<file path="config.mk">
export PLATFORM = sky130hd
export DESIGN_NAME = spectral_to_rgb
export DESIGN_NICKNAME = d
export VERILOG_FILES = /design/src/rtl/spectral_to_rgb.sv
export SDC_FILE = /design/constraint.sdc
export NUM_CORES = 2
export LEC_CHECK = 0
export CAP_MARGIN = 20
export CORE_MARGIN = 4
export CORE_UTILIZATION = 45
export DETAILED_ROUTE_END_ITERATION = 8
export PLACE_DENSITY = 0.58
export SKIP_CTS_REPAIR_TIMING = 1
export SKIP_LAST_GASP = 1
export SLEW_MARGIN = 20
export SYNTH_ARGS = -nofsm -noshare
export SYNTH_HDL_FRONTEND = slang
export SYNTH_SLANG_ARGS = --single-unit
export TNS_END_PERCENT = 5
</file>
<file path="constraint.sdc">
create_clock -name clk -period 8.15 [get_ports clk]
set_clock_uncertainty 0.15 [all_clocks]
set_input_delay 1.63 -clock clk [delete_from_list [all_inputs] [get_ports clk]]
set_output_delay 1.63 -clock clk [all_outputs]
set_load 0.05 [all_outputs]
</file>
<file path="src/rtl/spectral_to_rgb.sv">
// rtl/spectral_to_rgb.sv - projects a streamed spectral vector onto normalised R/G/B channels
module spectral_to_rgb #(
    parameter int NUMSAMPLES  = 1024,
    parameter int SAMPLEWIDTH = 16,
    parameter int COEFWIDTH   = 16,
    parameter int ACCWIDTH    = 48,
    parameter int SHIFT       = 24,
    parameter int OUTWIDTH    = 8,
    localparam int IDXW       = (NUMSAMPLES > 1) ? $clog2(NUMSAMPLES) : 1
) (
    input  logic                          clk,
    input  logic                          rst,
    input  logic                          validIn,
    output logic                          readyIn,
    input  logic signed [SAMPLEWIDTH-1:0] sample,
    input  logic signed [COEFWIDTH-1:0]   coefRed,
    input  logic signed [COEFWIDTH-1:0]   coefGreen,
    input  logic signed [COEFWIDTH-1:0]   coefBlue,
    input  logic                          lastIn,
    output logic [IDXW-1:0]               sampleIndex,
    output logic                          validOut,
    input  logic                          readyOut,
    output logic [OUTWIDTH-1:0]           red,
    output logic [OUTWIDTH-1:0]           green,
    output logic [OUTWIDTH-1:0]           blue,
    output logic                          frameError
);

    localparam int PW = SAMPLEWIDTH + COEFWIDTH;
    localparam logic [IDXW-1:0] LAST_IDX = IDXW'(NUMSAMPLES - 1);
    localparam logic signed [ACCWIDTH-1:0] ROUND = ACCWIDTH'(1) << (SHIFT - 1);
    localparam logic signed [ACCWIDTH-1:0] MAXV =
        {{(ACCWIDTH-OUTWIDTH){1'b0}}, {OUTWIDTH{1'b1}}};

    typedef enum logic [1:0] {ACCUM, DRAIN, RESULT} state_t;

    state_t                state, state_next;
    logic                  ready_q;
    logic                  drain_cnt;
    logic                  accept, take, is_last;
    logic [IDXW-1:0]       count;
    logic                  prod_valid;
    logic signed [PW-1:0]  prod_r, prod_g, prod_b;
    logic signed [ACCWIDTH-1:0] acc_r, acc_g, acc_b;
    logic                  err;

    // Round half up, then clamp into the unsigned channel range.
    function automatic logic [OUTWIDTH-1:0] normalise(input logic signed [ACCWIDTH-1:0] a);
        logic signed [ACCWIDTH-1:0] v;
        v = (a + ROUND) >>> SHIFT;
        if (v < 0)
            return '0;
        else if (v > MAXV)
            return '1;
        else
            return v[OUTWIDTH-1:0];
    endfunction

    always_ff @(posedge clk or negedge rst) begin
        if (!rst) begin
            state   <= ACCUM;
            ready_q <= 1'b0;
        end else begin
            state   <= state_next;
            ready_q <= (state_next == ACCUM);
        end
    end

    always_comb begin
        state_next = state;
        case (state)
            ACCUM:   if (accept && is_last) state_next = DRAIN;
            DRAIN:   if (drain_cnt) state_next = RESULT;
            RESULT:  if (take) state_next = ACCUM;
            default: state_next = ACCUM;
        endcase
    end

    always_comb begin
        readyIn     = ready_q;
        validOut    = (state == RESULT);
        sampleIndex = count;
        accept      = validIn && ready_q;
        take        = validOut && readyOut;
        is_last     = (count == LAST_IDX);
    end

    always_ff @(posedge clk or negedge rst) begin
        if (!rst) begin
            count      <= '0;
            drain_cnt  <= 1'b0;
            prod_valid <= 1'b0;
            prod_r     <= '0;
            prod_g     <= '0;
            prod_b     <= '0;
            acc_r      <= '0;
            acc_g      <= '0;
            acc_b      <= '0;
            err        <= 1'b0;
            red        <= '0;
            green      <= '0;
            blue       <= '0;
            frameError <= 1'b0;
        end else begin
            prod_valid <= accept;
            drain_cnt  <= (state == DRAIN) ? ~drain_cnt : 1'b0;

            if (accept) begin
                prod_r <= PW'(sample) * PW'(coefRed);
                prod_g <= PW'(sample) * PW'(coefGreen);
                prod_b <= PW'(sample) * PW'(coefBlue);
                count  <= is_last ? '0 : count + 1'b1;
                if (lastIn != is_last)
                    err <= 1'b1;
            end

            if (take) begin
                acc_r <= '0;
                acc_g <= '0;
                acc_b <= '0;
                err   <= 1'b0;
            end else if (prod_valid) begin
                acc_r <= acc_r + ACCWIDTH'(prod_r);
                acc_g <= acc_g + ACCWIDTH'(prod_g);
                acc_b <= acc_b + ACCWIDTH'(prod_b);
            end

            // Second drain cycle: the final product has been accumulated.
            if (state == DRAIN && drain_cnt) begin
                red        <= normalise(acc_r);
                green      <= normalise(acc_g);
                blue       <= normalise(acc_b);
                frameError <= err;
            end
        end
    end

endmodule

</file>
Yosys cells after proc, flatten, opt, wreduce, memory -nomap -nowiden
Cells that the tools add are included.
Widths: inputs -> output; s select.
- add/sub/neg operators: 7
- multipliers: 3
- equality and inequality tests: 4
- magnitude comparators: 6
- bitwise operators: 1
- shifts and indexed selects: 0
- mux-type cells: 21
- reduce and logical (&&, ||, !) cells: 10
- divide/modulo/power cells: 0
- operator list (cell ; number):
    $mux 48 ; 6
    $add 48x25->48 const B ; 3
    $add 48x32->48 ; 3
    $mul 16x16->32 ; 3
    $gt 24x9->1 const B ; 3
    $lt 24x1->1 const B ; 3
    $mux 8 ; 6
    $add 10x1->10 const B ; 1
    $eq 10x10->1 const B ; 1
    $mux 10 ; 1
    $mux 2 ; 3
    $pmux 2 s3 ; 1
    $reduce_bool 2->1 ; 3
    $logic_and 1x1->1 ; 4
    $logic_not 2->1 ; 2
    $mux 1 ; 4
    $eq 2x1->1 const B ; 1
    $eq 2x2->1 const B ; 1
    $reduce_and 2->1 ; 1
    $ne 1x1->1 ; 1
    $not 1->1 ; 1
- bits of input ports: 69
- register bits after elaboration: 281
- memories kept: 0
- bits in writable memories: 0
- logic and storage cells: 68
- bits in latches: 0
- bits in read-only memories: 0

Longest topological paths before layout
- depth in word-level cells: 5
- mapped depth: 27
- gate-level depth less buffers: 25

Least setup slack after synthesis
OpenSTA, ideal clock, no wires.
- path kind: input to register
- start: input port sample[15]
- end: register prod_g[31]
- data arrival time: 7.664 ns
- slack: 0.202 ns
- cell stages on the path: 23
- required time: 7.866 ns
- setup time: 0.134 ns
- path through: clkbuf_1 -> clkbuf_1 -> nand2_1 -> fa_1 -> inv_1 -> fa_1 -> fa_1 -> fa_1 -> fa_1 -> inv_1 -> fa_1 -> inv_1 -> ha_1 -> and3_1 -> a221oi_1 -> o21ai_0 -> nand3_1 -> o211ai_1 -> o31ai_1 -> a21oi_1 -> a21oi_1 -> xnor2_1 -> o21ai_0
- word-level cells in the longest chain between the ends: 1
- RTL lines (element ; RTL line ; text):
    start, declared ; 15 ; input logic signed [SAMPLEWIDTH-1:0] sample,
    $mul 16x16->32 ; 110 ; prod_g <= PW'(sample) * PW'(coefGreen);
    end signal, assigned ; 110 ;
    end, declared ; 43 ; logic signed [PW-1:0] prod_r, prod_g, prod_b;
No other way between the ends.
A chain may end at the register's enable or synchronous reset.

Worst setup path in the final report
- start: input port coefRed[4]
- end: register prod_r[30]
- word-level cells in the longest chain between the ends: 1
- RTL lines (element ; RTL line ; text):
    start, declared ; 16 ; input logic signed [COEFWIDTH-1:0] coefRed,
    $mul 16x16->32 ; 109 ; prod_r <= PW'(sample) * PW'(coefRed);
    end signal, assigned ; 109 ;
    end, declared ; 43 ;
No other way between the ends.

==> impl_metrics.prom <==
# TYPE chip_impl_metric gauge
chip_impl_metric{name="final.fill_count",unit=""} 10300
chip_impl_metric{name="yosysTopAreaCellShare",unit="%"} 32.4
chip_impl_info{name="clock-root-buffer",value="sky130_fd_sc_hd__clkbuf_16"} 1
chip_impl_metric{name="synth.net_count",unit=""} 6758
chip_impl_metric{name="reg2reg_depth",unit=""} 13
chip_impl_metric{name="io-pin-count",unit=""} 106
chip_impl_metric{name="ys_async_sr_fraction",unit="%"} 100
chip_impl_info{name="rsz0062_at_grt",value="no"} 1
chip_impl_metric{name="cts_inserted_buffers",unit=""} 31
chip_impl_metric{name="drt_pre_antenna_iters",unit=""} 5
chip_impl_info{name="biggest_area_contributors_in_the_synthesized_netlist",value="sky130_fd_sc_hd__fa_1 32%, sky130_fd_sc_hd__dfrtp_1 14%, sky130_fd_sc_hd__ha_1 10%, sky130_fd_sc_hd__inv_1 7.0%, sky130_fd_sc_hd__nand2_1 5.2%"} 1
chip_impl_metric{name="start_util",unit="%"} 45.4
chip_impl_metric{name="synth_cells",unit=""} 5509
chip_impl_metric{name="layoutNonFillerInstCount",unit=""} 7087
chip_impl_metric{name="all_layer_global_routing_usage",unit="%"} 22.4
chip_impl_info{name="post-synth-top-count-cell",value="sky130_fd_sc_hd__inv_1"} 1
chip_impl_metric{name="synth_edf_count",unit=""} 0
chip_impl_metric{name="worst_setup_hold_path_clk_slew",unit="ps"} 60
chip_impl_metric{name="total_via_count_in_the_routed_design",unit=""} 37200
chip_impl_metric{name="drt_drc_violations_left",unit=""} 0
chip_impl_metric{name="ys_ff_latch",unit=""} 281
chip_impl_metric{name="htree_levels",unit=""} 1
chip_impl_metric{name="postLayoutCellArea",unit="um^2"} 53800
chip_impl_metric{name="floorplan_core_area",unit="um^2"} 107000
chip_impl_metric{name="final_setup_viols",unit=""} 0
chip_impl_info{name="critPathLaunchType",value="input port"} 1
chip_impl_info{name="clock_tree_from_tritoncts",value="yes"} 1
chip_impl_metric{name="avgViaCountPerCell",unit=""} 5.25
chip_impl_info{name="setup.worst_path.start",value="coefRed[4]"} 1
chip_impl_metric{name="numPortBuffers",unit=""} 105
chip_impl_metric{name="min_delay_path_depth",unit=""} 1
chip_impl_metric{name="worstMarginPinSlew",unit="ps"} 1140
chip_impl_metric{name="yosys_warnings",unit=""} 0
chip_impl_metric{name="detailedRoute.firstIterationViolations",unit=""} 1938
chip_impl_metric{name="timing_hold_violations_final",unit=""} 0
chip_impl_metric{name="first_global_vias",unit=""} 38700
chip_impl_info{name="end_kind",value="flip-flop"} 1
chip_impl_metric{name="antenna_found_initial",unit=""} 2
chip_impl_metric{name="postPlaceCellArea",unit="um^2"} 52700
chip_impl_metric{name="yosysUniqueCellTypes",unit=""} 83
chip_impl_metric{name="post-route-period-util",unit="%"} 93.5
chip_impl_metric{name="grt.overflow.total",unit=""} 0
chip_impl_metric{name="drv_cap",unit=""} 0
chip_impl_metric{name="multi_input_comb_area",unit="um^2"} 37400
chip_impl_metric{name="dp.cells",unit=""} 7026
chip_impl_metric{name="numClockSinks",unit=""} 281
chip_impl_metric{name="chipWidth",unit="um"} 337
chip_impl_info{name="synthTopCellsByCount",value="911 x sky130_fd_sc_hd__inv_1, 789 x sky130_fd_sc_hd__fa_1, 673 x sky130_fd_sc_hd__nand2_1"} 1
chip_impl_metric{name="drt_wl_total",unit="um"} 123000
chip_impl_info{name="synthFlopType",value="sky130_fd_sc_hd__dfrtp_1"} 1
chip_impl_metric{name="grt_first_pass_wirelength",unit="um"} 207000
chip_impl_metric{name="avgSynthCellArea",unit="um^2"} 8.84
chip_impl_metric{name="clkLatencyLatePin",unit="ps"} 600
chip_impl_metric{name="fmax",unit="MHz"} 131
chip_impl_metric{name="finish.net_count",unit=""} 6905
chip_impl_info{name="run_status",value="completed"} 1
chip_impl_metric{name="floorplan.rows",unit=""} 120
chip_impl_metric{name="max-clock-path-buffers",unit=""} 3
chip_impl_info{name="worst-setup-path-type",value="in -> reg"} 1
chip_impl_metric{name="final_period_demand_of_the_worst_path",unit="ps"} 7620
chip_impl_metric{name="critical_path_peak_fanout",unit=""} 8
chip_impl_info{name="worst_hold_path_type",value="reg -> reg"} 1
chip_impl_info{name="crit-reg2reg-launch",value="prod_b[0]$_DFFE_PN0P_"} 1
chip_impl_metric{name="drive_gt1_share",unit="%"} 6.13
chip_impl_metric{name="average_detailed_routed_wire_length_per_instance",unit="um"} 17.4
chip_impl_metric{name="drv_slew",unit=""} 0
chip_impl_info{name="netlist.top_cell.by_area",value="sky130_fd_sc_hd__fa_1"} 1
chip_impl_metric{name="slew_headroom",unit="%"} 24.2
chip_impl_metric{name="seqCellArea",unit="um^2"} 7040
chip_impl_metric{name="place_congestion",unit=""} 0.880
chip_impl_metric{name="dp_hpwl",unit="um"} 101000
chip_impl_info{name="hold_start",value="drain_cnt$_DFF_PN0_"} 1
chip_impl_metric{name="crit_arrival",unit="ps"} 7910
chip_impl_metric{name="floorplan.die_area",unit="um^2"} 114000
chip_impl_metric{name="antenna_left",unit=""} 0
chip_impl_metric{name="utilization",unit="%"} 50.2
chip_impl_metric{name="seq_area_frac_synth",unit="%"} 14.4
chip_impl_metric{name="area_delta_synth_final",unit="%"} 10.4
chip_impl_metric{name="worstPathRequired",unit="ps"} 8450
chip_impl_metric{name="dieHeight",unit="um"} 337
chip_impl_metric{name="synth_area",unit="um^2"} 48700
chip_impl_metric{name="grt_max_degree",unit=""} 151
-- cell usage in the layout, fill, tap and decap left out, types with 205 or more instances in the layout --
master and n:
sky130_fd_sc_hd__fa_1 789, sky130_fd_sc_hd__a21oi_1 243, sky130_fd_sc_hd__dfrtp_1 280, sky130_fd_sc_hd__ha_1 391
sky130_fd_sc_hd__o21ai_0 238, sky130_fd_sc_hd__nand2_1 672, sky130_fd_sc_hd__buf_4 205, sky130_fd_sc_hd__inv_1 910
sky130_fd_sc_hd__and2_1 377, sky130_fd_sc_hd__nor2_1 275
-- state kept, by name (all words and copies together), names as in the netlist --
name and cells:
state 2, sampleIndex 10, prod_b 32, prod_g 32, drain_cnt 1, err 1
frameError 1, blue 8, readyIn 1, acc_g 48, acc_r 48, prod_valid 1
acc_b 48, red 8, prod_r 32, green 8
-- cell type report --
type | count | area share [%]
diodes | 3 | 0.0140
clock buffers | 46 | 1.70
clock inverters | 12 | 0.240
inverters | 912 | 6.37
multi-input cells | 4091 | 69.6
flip-flops and latches | 281 | 13.1
well taps | 1403 | 3.26
repair buffers | 339 | 5.76
-- per-stage QoR --
step	hold WS [ps]	TNS, ps	setup WS (ps)
after global placement	278	0	35.0
after floorplan	269	0	202
after detailed placement	288	-57.1	-57.1
final	299	0	533
after global routing	323	0	154
after CTS	297	0	562
-- worst paths after layout --
kind | end | slack (ps)
max | prod_r[30]$_DFFE_PN0P_ | 530
min | drain_cnt$_DFF_PN0_ | 300
max reg2reg | acc_b[42]$_DFFE_PN0P_ | 4470
min reg2reg | drain_cnt$_DFF_PN0_ | 300
max in group asynchronous | green[3]$_DFFE_PN0P_ | 5620
min in group asynchronous | frameError$_DFFE_PN0P_ | 840
-- cells by family after synthesis --
| kind of cell | count (synthesis) | synth area share, % |
|---|---|---|
| buffers and inverters | 1137 | 8.76 |
| adder cells (fa/ha/maj) | 1180 | 42.5 |
| AND/OR/NAND/NOR | 1677 | 16.6 |
| XOR/XNOR | 243 | 4.37 |
| multiplexers | 79 | 1.64 |
| AO/OA/AOI/OAI | 912 | 11.8 |
| flip-flops | 281 | 14.4 |
-- worst max-delay path, stage by stage --
cell                              delay [ps]
sky130_fd_sc_hd__clkdlybuf4s50_1         390
sky130_fd_sc_hd__buf_4                   170
sky130_fd_sc_hd__and2_1                  180
sky130_fd_sc_hd__fa_1                    540
sky130_fd_sc_hd__inv_1                    50
sky130_fd_sc_hd__fa_1                    450
sky130_fd_sc_hd__fa_1                    520
sky130_fd_sc_hd__inv_1                    60
sky130_fd_sc_hd__fa_1                    500
sky130_fd_sc_hd__fa_1                    510
sky130_fd_sc_hd__inv_1                    50
sky130_fd_sc_hd__fa_1                    470
sky130_fd_sc_hd__inv_1                    40
sky130_fd_sc_hd__ha_1                    320
sky130_fd_sc_hd__a21oi_1                 200
sky130_fd_sc_hd__o221ai_1                140
sky130_fd_sc_hd__a221oi_1                310
sky130_fd_sc_hd__buf_4                   170
sky130_fd_sc_hd__a22o_1                  200
sky130_fd_sc_hd__o21ai_1                 130
sky130_fd_sc_hd__a2111o_1                420
sky130_fd_sc_hd__a31oi_1                 200
sky130_fd_sc_hd__xor2_1                  180
sky130_fd_sc_hd__o21ai_0                  90
-- layer usage --
metal / vias to the layer above / wire length (um) / track usage, %
met1: 18500 / 61200 / 33.5
met3: 94 / 5980 / 2.67
met2: 748 / 54200 / 35.6
li1: 17900 / - / -
met4: 0 / 1880 / 3.68
met5: - / 0 / 0
Power is left out: the tool's default activity adds up to more than one toggle a clock period on the data nets, which glitch-free logic cannot reach.
